### src/rtl/tdm_demux_pkg.sv
// ============================================================================
// Module : tdm_demux_pkg
// Brief  : Shared types and constants for the TDM demultiplexer.
//          The frame length depends on DEMUX_PARITY_EN.
// Rev    : 1.0 - initial release
// ============================================================================
`default_nettype none

package tdm_demux_pkg;

  typedef enum logic [0:0] {
    HUNT   = 1'b0,
    LOCKED = 1'b1
  } state_t;

  localparam int SLOT_W = 3;

`ifdef DEMUX_PARITY_EN
  localparam int NSLOT = 5;
`else
  localparam int NSLOT = 4;
`endif

  // Words held in staging before the final beat of a frame arrives.
  localparam int NSTAGE = NSLOT - 1;
  localparam logic [SLOT_W-1:0] LAST_SLOT = SLOT_W'(NSLOT - 1);

endpackage

`default_nettype wire

### src/rtl/demux_sequencer.sv
// ============================================================================
// Module : demux_sequencer
// Brief  : Slot tracking FSM (HUNT/LOCKED) with slot counter, capture
//          steering, commit strobe and registered sync_err pulse.
// Rev    : 1.0 - initial release
// ============================================================================
`default_nettype none

module demux_sequencer
  import tdm_demux_pkg::*;
(
  input  logic              clk,
  input  logic              rst_n,
  input  logic              in_valid,
  input  logic              in_sync,
  output logic [SLOT_W-1:0] slot,
  output logic              locked,
  output logic              cap_en,
  output logic [SLOT_W-1:0] cap_idx,
  output logic              commit,
  output logic              sync_err
);

  state_t            state, state_nxt;
  logic [SLOT_W-1:0] slot_nxt;
  logic              sync_err_nxt;

  always_ff @(posedge clk or negedge rst_n) begin
    if (!rst_n) begin
      state    <= HUNT;
      slot     <= '0;
      sync_err <= 1'b0;
    end else begin
      state    <= state_nxt;
      slot     <= slot_nxt;
      sync_err <= sync_err_nxt;
    end
  end

  always_comb begin
    state_nxt    = state;
    slot_nxt     = slot;
    sync_err_nxt = 1'b0;
    cap_en       = 1'b0;
    cap_idx      = '0;
    commit       = 1'b0;
    if (in_valid) begin
      case (state)
        HUNT: begin
          if (in_sync) begin
            cap_en    = 1'b1;
            slot_nxt  = SLOT_W'(1);
            state_nxt = LOCKED;
          end
        end
        LOCKED: begin
          if (slot == '0) begin
            if (in_sync) begin
              cap_en   = 1'b1;
              slot_nxt = SLOT_W'(1);
            end else begin
              sync_err_nxt = 1'b1;
              state_nxt    = HUNT;
              slot_nxt     = '0;
            end
          end else if (in_sync) begin
            // Early marker: abandon the partial frame and restart at slot 0.
            sync_err_nxt = 1'b1;
            cap_en       = 1'b1;
            slot_nxt     = SLOT_W'(1);
          end else if (slot == LAST_SLOT) begin
            commit   = 1'b1;
            slot_nxt = '0;
          end else begin
            cap_en   = 1'b1;
            cap_idx  = slot;
            slot_nxt = slot + SLOT_W'(1);
          end
        end
        default: begin
          state_nxt = HUNT;
          slot_nxt  = '0;
        end
      endcase
    end
  end

  assign locked = (state == LOCKED);

endmodule

`default_nettype wire

### src/rtl/tdm_demultiplexer.sv
// ============================================================================
// Module : tdm_demultiplexer
// Brief  : Four-lane TDM receiver; staging, registered frame outputs and
//          optional parity check (enabled by macro DEMUX_PARITY_EN).
// Rev    : 1.0 - initial release
// ============================================================================
`default_nettype none

module tdm_demultiplexer
  import tdm_demux_pkg::*;
#(
  parameter int WIDTH = 1
) (
  input  logic              clk,
  input  logic              rst_n,
  input  logic              in_valid,
  input  logic              in_sync,
  input  logic [WIDTH-1:0]  in_data,
  output logic [WIDTH-1:0]  out0,
  output logic [WIDTH-1:0]  out1,
  output logic [WIDTH-1:0]  out2,
  output logic [WIDTH-1:0]  out3,
  output logic              out_valid,
  output logic [SLOT_W-1:0] slot,
  output logic              locked,
  output logic              sync_err,
  output logic              parity_err
);

  logic              cap_en;
  logic [SLOT_W-1:0] cap_idx;
  logic              commit;
  logic [WIDTH-1:0]  staging [NSTAGE];

  demux_sequencer u_seq (
    .clk      (clk),
    .rst_n    (rst_n),
    .in_valid (in_valid),
    .in_sync  (in_sync),
    .slot     (slot),
    .locked   (locked),
    .cap_en   (cap_en),
    .cap_idx  (cap_idx),
    .commit   (commit),
    .sync_err (sync_err)
  );

  always_ff @(posedge clk or negedge rst_n) begin
    if (!rst_n) begin
      for (int i = 0; i < NSTAGE; i++) staging[i] <= '0;
    end else begin
      for (int i = 0; i < NSTAGE; i++) begin
        if (cap_en && (cap_idx == SLOT_W'(i))) staging[i] <= in_data;
      end
    end
  end

`ifdef DEMUX_PARITY_EN
  logic par_ok;
  assign par_ok = ((staging[0] ^ staging[1] ^ staging[2] ^ staging[3]) == in_data);

  always_ff @(posedge clk or negedge rst_n) begin
    if (!rst_n) begin
      out0       <= '0;
      out1       <= '0;
      out2       <= '0;
      out3       <= '0;
      out_valid  <= 1'b0;
      parity_err <= 1'b0;
    end else begin
      out_valid  <= commit && par_ok;
      parity_err <= commit && !par_ok;
      if (commit && par_ok) begin
        out0 <= staging[0];
        out1 <= staging[1];
        out2 <= staging[2];
        out3 <= staging[3];
      end
    end
  end
`else
  assign parity_err = 1'b0;

  // The final lane is taken straight from the bus on the commit beat.
  always_ff @(posedge clk or negedge rst_n) begin
    if (!rst_n) begin
      out0      <= '0;
      out1      <= '0;
      out2      <= '0;
      out3      <= '0;
      out_valid <= 1'b0;
    end else begin
      out_valid <= commit;
      if (commit) begin
        out0 <= staging[0];
        out1 <= staging[1];
        out2 <= staging[2];
        out3 <= in_data;
      end
    end
  end
`endif

endmodule

`default_nettype wire
### config.mk
export PLATFORM = sky130hd
export DESIGN_NAME = tdm_demultiplexer
export DESIGN_NICKNAME = d
export VERILOG_FILES = /design/src/rtl/tdm_demux_pkg.sv /design/src/rtl/demux_sequencer.sv /design/src/rtl/tdm_demultiplexer.sv
export SDC_FILE = /design/constraint.sdc
export NUM_CORES = 1
export LEC_CHECK = 0
export CAP_MARGIN = 20
export CORE_UTILIZATION = 47
export DETAILED_ROUTE_END_ITERATION = 16
export GPL_ROUTABILITY_DRIVEN = 0
export GPL_TIMING_DRIVEN = 1
export PLACE_DENSITY = 0.76
export SKIP_LAST_GASP = 1
export SLEW_MARGIN = 0
export SYNTH_ARGS = -nofsm -noshare
export SYNTH_HDL_FRONTEND = slang
export SYNTH_SLANG_ARGS = --single-unit
### constraint.sdc
create_clock -name clk -period 2.2 [get_ports clk]
set_clock_uncertainty 0.1 [all_clocks]
set_input_delay 0.44 -clock clk [delete_from_list [all_inputs] [get_ports clk]]
set_output_delay 0.44 -clock clk [all_outputs]
set_load 0.01 [all_outputs]
* Yosys cells after proc, flatten, opt, wreduce, memory -nomap -nowiden *
Index checks and enable logic that the tools add are counted.

word-level totals
  register bits = 13
  bits in latches = 0
  RAM bits = 0
  ROM bits = 0
  bits of input ports = 5
  output and inout bits = 11
  word-level logic and storage cells = 51
  memories kept = 0

cells by class
  add/subtract/negate cells = 1
  multiply operators = 0
  div/mod/pow operators = 0
  magnitude comparators = 0
  equality and inequality tests = 4
  shifts and indexed selects = 0
  mux-type cells = 28
  bitwise operators = 1
  reduce and logical (&&, ||, !) cells = 6

operators with widths
  operator             number
  $mux 3               9
  $mux 1               16
  $eq 3x2->1 const B   2
  $logic_not 3->1      2
  $pmux 3 s2           1
  $pmux 1 s2           2
  $add 3x1->3 const B  1
  $eq 3x1->1 const B   1
  $logic_and 1x1->1    3
  $ne 2x2->1 const B   1
  $reduce_and 2->1     1
  $not 1->1            1

* Logic depth before layout (Yosys ltp) *
Gate-level depths: netlist of run 1.

  depth in word-level cells = 8
  depth in mapped cells = 5
  depth with buffers taken out = 5

* Modules after synthesis *
Synthesis of run 1 repeated with hierarchy kept, for this count alone.

second synthesis, totals
  cell total of the unflattened synthesis = 56
  area total of the unflattened synthesis = 668.1 um^2

modules (own cells, without submodules)
  module             instances  cells an instance  area each (um^2)  sequential area each (um^2)
  tdm_demultiplexer  1          20                 337.8             200.2
  demux_sequencer    1          36                 330.3             125.1

* Worst setup path after synthesis of run 1 *
Ideal clock, no wire load.

  path type = reg2reg
  start = register u_seq.slot[0]
  end = register out0
  library setup time = 0.128 ns
  data arrival time = 1.507 ns
  data required time = 1.972 ns
  path slack = 0.466 ns
  stages on the path, launching flop included = 6
  path buffers = 0
  period minus slack after synthesis = 1.734 ns
  cells stage by stage = dfrtp_1 inv_1 ha_1 and4bb_1 nand3_2 mux2_1

on the way
  cells in the longest elaborated chain, start to end = 6
  elaborated cells on any way between the ends = 7
  those cells by class = eq/ne: 1; mux: 5; reduce/logical: 1

RTL lines
  element                 RTL line                 source
  from (decl)             demux_sequencer.sv:16    output logic [SLOT_W-1:0] slot,
  from (signal assigned)  demux_sequencer.sv:35    slot <= slot_nxt;
  $eq 3x2->1              demux_sequencer.sv:71    end else if (slot == LAST_SLOT) begin
  $mux 1                  demux_sequencer.sv:71
  $mux 1                  demux_sequencer.sv:66    end else if (in_sync) begin
  $mux 1 (*)              demux_sequencer.sv:57    if (slot == '0) begin
  $mux 1 (*)              demux_sequencer.sv:48    case (state)
  $mux 1 (*)              demux_sequencer.sv:47    if (in_valid) begin
  to (signal assigned)    tdm_demultiplexer.sv:95  out0 <= staging[0];
  to (decl)               tdm_demultiplexer.sv:19  output logic [WIDTH-1:0] out0,

Every way passes the cells marked *; elsewhere a longest branch is shown, timed or not.
A chain may end at the register's enable or synchronous reset.

* Final worst setup path of run 1 *
  start = register u_seq.state, in the netlist u_seq.locked
  end = output port locked

RTL lines
  element                 RTL line                 source
  from (decl)             demux_sequencer.sv:24    state_t state, state_nxt;
  from (signal assigned)  demux_sequencer.sv:34    state <= state_nxt;
  to (decl)               tdm_demultiplexer.sv:25  output logic locked,

No word-level cell between the ends.

==> results.json, run 1 <==
{
  "grt-ovfl-total": 0,
  "synth_warnings": 0,
  "grt_usage": 0.219,
  "hp-class": "reg2reg",
  "drive_gt1_frac": 0.132,
  "syn_nets": 66,
  "yosys-top-cells-area": "dfrtp_1 48%, mux2_1 10%, ha_1 5.6%, inv_1 2.8%, a22o_1 2.6%",
  "fin_nets": 85,
  "p_total_uw": 965,
  "worstMarginPinSlew_ns": 0.572,
  "multi_input_area_sq_um": 304,
  "grt_max_degree": 14,
  "cts_setup_buffers": 0,
  "totalWireLength_um": 1290,
  "syn_area_per_cell_sq_um": 11.6,
  "synth.most_common_cell": "dfrtp_1",
  "cpMaxStageDelayCell": "clkdlybuf4s50_1",
  "top_layer_used": "met4",
  "clk_pin_slew_ns": 0.08,
  "drc_errors": 0,
  "rsz0062_at_grt": "false",
  "tns_ns": 0,
  "dp.cells": 87,
  "vdd_drop_max_mv": 0.699,
  "synth-edff-count": 0,
  "slew_headroom": 0.618,
  "power.density_nw_per_um2": 1130,
  "outcome": "finished clean",
  "initial_utilization": 0.512,
  "cts_buffers": 3,
  "final_antenna_net_count": 0,
  "drt_iter0_markers": 3,
  "fmax_mhz": 519,
  "maxCapViolCount": 0,
  "wl_met1_um": 611,
  "wl_per_cell_um": 14.1,
  "holdWs_ns": 0.388,
  "synthesis.area_sq_um": 674,
  "synth_top_area_cell": "dfrtp_1",
  "critPathMaxStageDelay_ns": 0.60,
  "ff_latch_area_sq_um": 325,
  "grt_antenna_before_repair": 0,
  "required_ns": 1.66,
  "area_growth_pct": 26.9,
  "pin_count": 16,
  "dieHeight_um": 39.9,
  "p_leak_uw": 0.000405,
  "die_w_um": 39.9,
  "cts_tree": "done",
  "die_area_sq_um": 1590,
  "io_buffers": 14,
  "path_buf_inv": 1,
  "drv_slew": 0,
  "clockBufferDepth": 2,
  "path_max_fanout": 10,
  "cp.arrival_ns": 1.39,
  "end_kind": "primary output",
  "route.met2.wl_um": 602,
  "crit_path_start_kind": "register",
  "grt_pass1_vias": 471,
  "vias_per_cell": 5.69,
  "synth_cell_types": 29,
  "syn_inst": 58,
  "fillers": 104,
  "ctsResizeCount": 0,
  "diodes": 0,
  "final_cells": 91,
  "synth_ff_type": "dfrtp_1",
  "min_period_over_period": 0.876,
  "ys_seq_area_frac": 0.482,
  "hpwl_um": 963,
  "clk_latency_ns": 0.28,
  "wl_met3_um": 42,
  "synth_common_cells": "13 x dfrtp_1, 6 x mux2_1, 5 x inv_1",
  "grt_pass1_wl_um": 2100,
  "setup_viol_count_final": 0,
  "fin_crit_ns": 1.93,
  "ys_ff_latch": 13,
  "async_flop_share": 1.00,
  "worstSetupPathType": "reg2out",
  "clock_sinks": 13,
  "path_delay_family": "buffers and inverters",
  "core_area_sq_um": 1320,
  "finalHoldViolCount": 0,
  "num_vias": 518,
  "crit_path_cell_trace": "clkdlybuf4s50_1",
  "cts_root_buffer": "clkbuf_4",
  "holdBufCountCts": 0,
  "htreeDepth": 1,
  "num_rows": 13,
  "first_pass_iters": 4,
  "final_core_util": 0.650,
  "yosysTopAreaCellShare": 0.482
}
placed cells by master, fill, tap and decap left out, types with 2 or more instances in the layout:
master,netlist,layout
nor2_1,2,2
clkdlybuf4s50_1,0,14
mux2_1,6,6
clkbuf_4,0,3
nand2_1,4,4
buf_4,2,3
inv_1,5,5
ha_1,3,3
a22o_1,2,2
dfrtp_1,13,13
state kept, by name, indices dropped and copies added, names as in the netlist:
signal and cells:
out3 1, out0 1, u_seq.sync_err 1, out1 1, u_seq.locked 1, out2 1
u_seq.slot 3, out_valid 1, staging 3
per-stage QoR:
stage                     setup WS, ns  cell area [sq um]
after floorplan                  0.466                674
after global placement           0.115                830
after detailed placement         0.100                830
after CTS                        0.277                856
after global routing             0.210                856
final                            0.273                856
final cells by class:
type                            count  area share
Clock buffer                        4      0.0307
Inverter                            5      0.0219
Multi-Input combinational cell     37       0.355
Sequential cell                    13       0.380
Tap cell                           15      0.0219
Timing Repair Buffer               17       0.190
power breakdown:
group / switching, uW / total [uW] / internal [uW]
Sequential: 74.0 / 392 / 318
Combinational: 195 / 425 / 231
Clock: 77.3 / 148 / 70.3
Total: 346 / 965 / 620
routing by layer:
metal,GRT usage,up-vias
li1,-,245
met1,0.254,253
met2,0.331,16
met3,0.0852,4
met4,0.129,0
met5,0,-
cells by family (layout without fill, tap and decap cells):
group / count (synthesis) / in the layout / share of synthesized area
other: 1 / 1 / 0.00556
buffers and inverters: 8 / 26 / 0.0668
adder cells (fa/ha/maj): 3 / 3 / 0.0557
AND/OR/NAND/NOR: 15 / 15 / 0.147
flip-flops: 13 / 13 / 0.482
AO/OA/AOI/OAI: 12 / 12 / 0.143
multiplexers: 6 / 6 / 0.100
final timing paths:
kind | from | slack, ns | cells after the start | end
worst max-delay path | u_seq.locked | 0.27 | 1 | locked
worst min-delay path | staging[0] | 0.39 | 1 | out2
worst max register to register | u_seq.slot[0] | 0.33 | 5 | out1
worst min register to register | staging[0] | 0.39 | 1 | out2
max in group asynchronous | rst_n | 1.20 | 1 | out3
min in group asynchronous | rst_n | 0.43 | 1 | out0
No activity file was read; power rests on OpenSTA's default activity.
==> run 2, diff against run 1 <==
--- a/config.mk
+++ b/config.mk
@@ -5,7 +5,7 @@
 export SDC_FILE = /design/constraint.sdc
 export NUM_CORES = 1
 export LEC_CHECK = 0
-export CAP_MARGIN = 20
+export CAP_MARGIN = 5
 export CORE_UTILIZATION = 47
 export DETAILED_ROUTE_END_ITERATION = 16
 export GPL_ROUTABILITY_DRIVEN = 0
==> results of run 2 <==
Same layout as run 1: the final DEF is identical, and so are final timing and power.
==> run 3, diff against run 2 <==
==> constraint.sdc (replaced) <==
create_clock -name clk -period 2.2 [get_ports clk]
set_clock_uncertainty 0.1 [all_clocks]
set_input_delay 0.22 -clock clk [delete_from_list [all_inputs] [get_ports clk]]
set_output_delay 0.22 -clock clk [all_outputs]
set_load 0.01 [all_outputs]
==> results.json, run 3 (same netlist as run 1, synthesis figures left out) <==
{
  "cts_root_buffer": "clkbuf_4",
  "clockBufferDepth": 2,
  "cp-endpoint": "out0",
  "final_cell_mix": "14 x clkdlybuf4s50_1, 13 x dfrtp_1, 6 x mux2_1",
  "dp_slack_ns": 0.249,
  "reg2reg_setup_slack_ns": 0.34,
  "cp-startpoint": "u_seq.slot[0]",
  "htreeDepth": 1,
  "crit_path_start_kind": "register",
  "num_vias": 494,
  "cts_setup_buffers": 0,
  "rsz0062_at_grt": "false",
  "grt_usage": 0.197,
  "end_kind": "register",
  "required_ns": 2.26,
  "area_growth_pct": 24.7,
  "initial_utilization": 0.512,
  "grt_pass1_wl_um": 1970,
  "holdBufCountCts": 0,
  "cts_buffers": 3,
  "fillers": 112,
  "worst_slack_ns": 0.341,
  "min_period_over_period": 0.845,
  "grt_pass1_vias": 437,
  "ctsResizeCount": 0,
  "wl_per_cell_um": 13.2,
  "final_antenna_net_count": 0,
  "die_area_sq_um": 1590,
  "fin_nets": 83,
  "cts_tree": "done",
  "vias_per_cell": 5.55,
  "drv_slew": 0,
  "outcome": "finished clean",
  "rr_startpoint": "u_seq.slot[0]",
  "pin_count": 16,
  "core_area_sq_um": 1320,
  "holdWs_ns": 0.209,
  "dp.cells": 85,
  "fin_crit_ns": 1.86,
  "worstSetupPathType": "reg2reg",
  "grt_antenna_before_repair": 0,
  "p_leak_uw": 0.000395,
  "dieHeight_um": 39.9,
  "setup_viol_count_final": 0,
  "diodes": 0,
  "io_buffers": 14,
  "hp-class": "in2async",
  "grt-ovfl-total": 0,
  "worstMarginPinSlew_ns": 0.584,
  "clk_latency_ns": 0.28,
  "finalHoldViolCount": 0,
  "timing.rr.end": "out0",
  "totalWireLength_um": 1180,
  "r2r_cells": 5,
  "clock_sinks": 13,
  "die_w_um": 39.9,
  "slew_headroom": 0.609,
  "tns_ns": 0,
  "path_max_fanout": 6,
  "vdd_drop_max_mv": 0.714,
  "grt_max_degree": 14,
  "clk_pin_slew_ns": 0.08,
  "maxCapViolCount": 0,
  "drc_errors": 0,
  "final_cells": 89,
  "num_rows": 13,
  "power.density_nw_per_um2": 1130,
  "drive_gt1_frac": 0.108,
  "first_pass_iters": 4,
  "layout_commonest_cell": "clkdlybuf4s50_1",
  "reg_top3": "staging: 3 flops, u_seq.slot: 3 flops",
  "cp.arrival_ns": 1.92,
  "fmax_mhz": 538,
  "hpwl_um": 840,
  "drt_iter0_markers": 8
}
run 3: changes by cell type in the layout (fill, tap and decap cells not counted), sizes merged:
cell	delta
buf	-2
run 3: worst max-delay path: stages (launching register included):
cell and delay [ns]:
dfrtp_1 0.46, inv_1 0.10, ha_1 0.24, and4bb_1 0.35
nand3_2 0.15, mux2_1 0.34
run 3: power by group:
part	total, uW	switching (uW)	leakage, uW	internal [uW]
Combinational	415	186	0.000211	229
Sequential	389	71.1	0.000169	318
Clock	149	78.9	0.0000150	70.3
Total	953	336	0.000395	617
run 3: worst min path at each step:
stage | start | to | slack, ns | cells past startpoint
2_1_floorplan | rst_n | out0 | -0.18 | 0
3_3_place_gp | staging[0] | staging[0] | 0.37 | 1
3_5_place_dp | staging[0] | out2 | 0.37 | 1
4_1_cts | rst_n | out1 | 0.23 | 1
5_1_grt | rst_n | out2 | 0.28 | 1
6_report | rst_n | out_valid | 0.21 | 1
run 3: final cells by class:
| cell class | instances | area, sq um | share of cell area |
|---|---|---|---|
| clock buffer | 4 | 26.3 | 0.0313 |
| inverter | 5 | 18.8 | 0.0223 |
| multi-input combinational | 37 | 304 | 0.362 |
| sequential | 13 | 325 | 0.387 |
| tap | 15 | 18.8 | 0.0223 |
| timing repair buffer | 15 | 148 | 0.176 |
run 3: metrics by stage:
step / total power [uW] / instance area, sq um / util
finish: 953 / 841 / 0.638
detailed placement: 810 / 815 / 0.618
global placement: 805 / 815 / 0.618
floorplan: 653 / 674 / -
CTS: 961 / 841 / 0.638
global route: 1030 / 841 / 0.638
run 3: per-layer routing:
layer,vias to the layer above,GRT usage,wire length [um]
met3,4,0.0682,54
met1,230,0.266,610
met5,-,0,0
met2,14,0.270,488
met4,0,0.103,26
li1,246,-,-
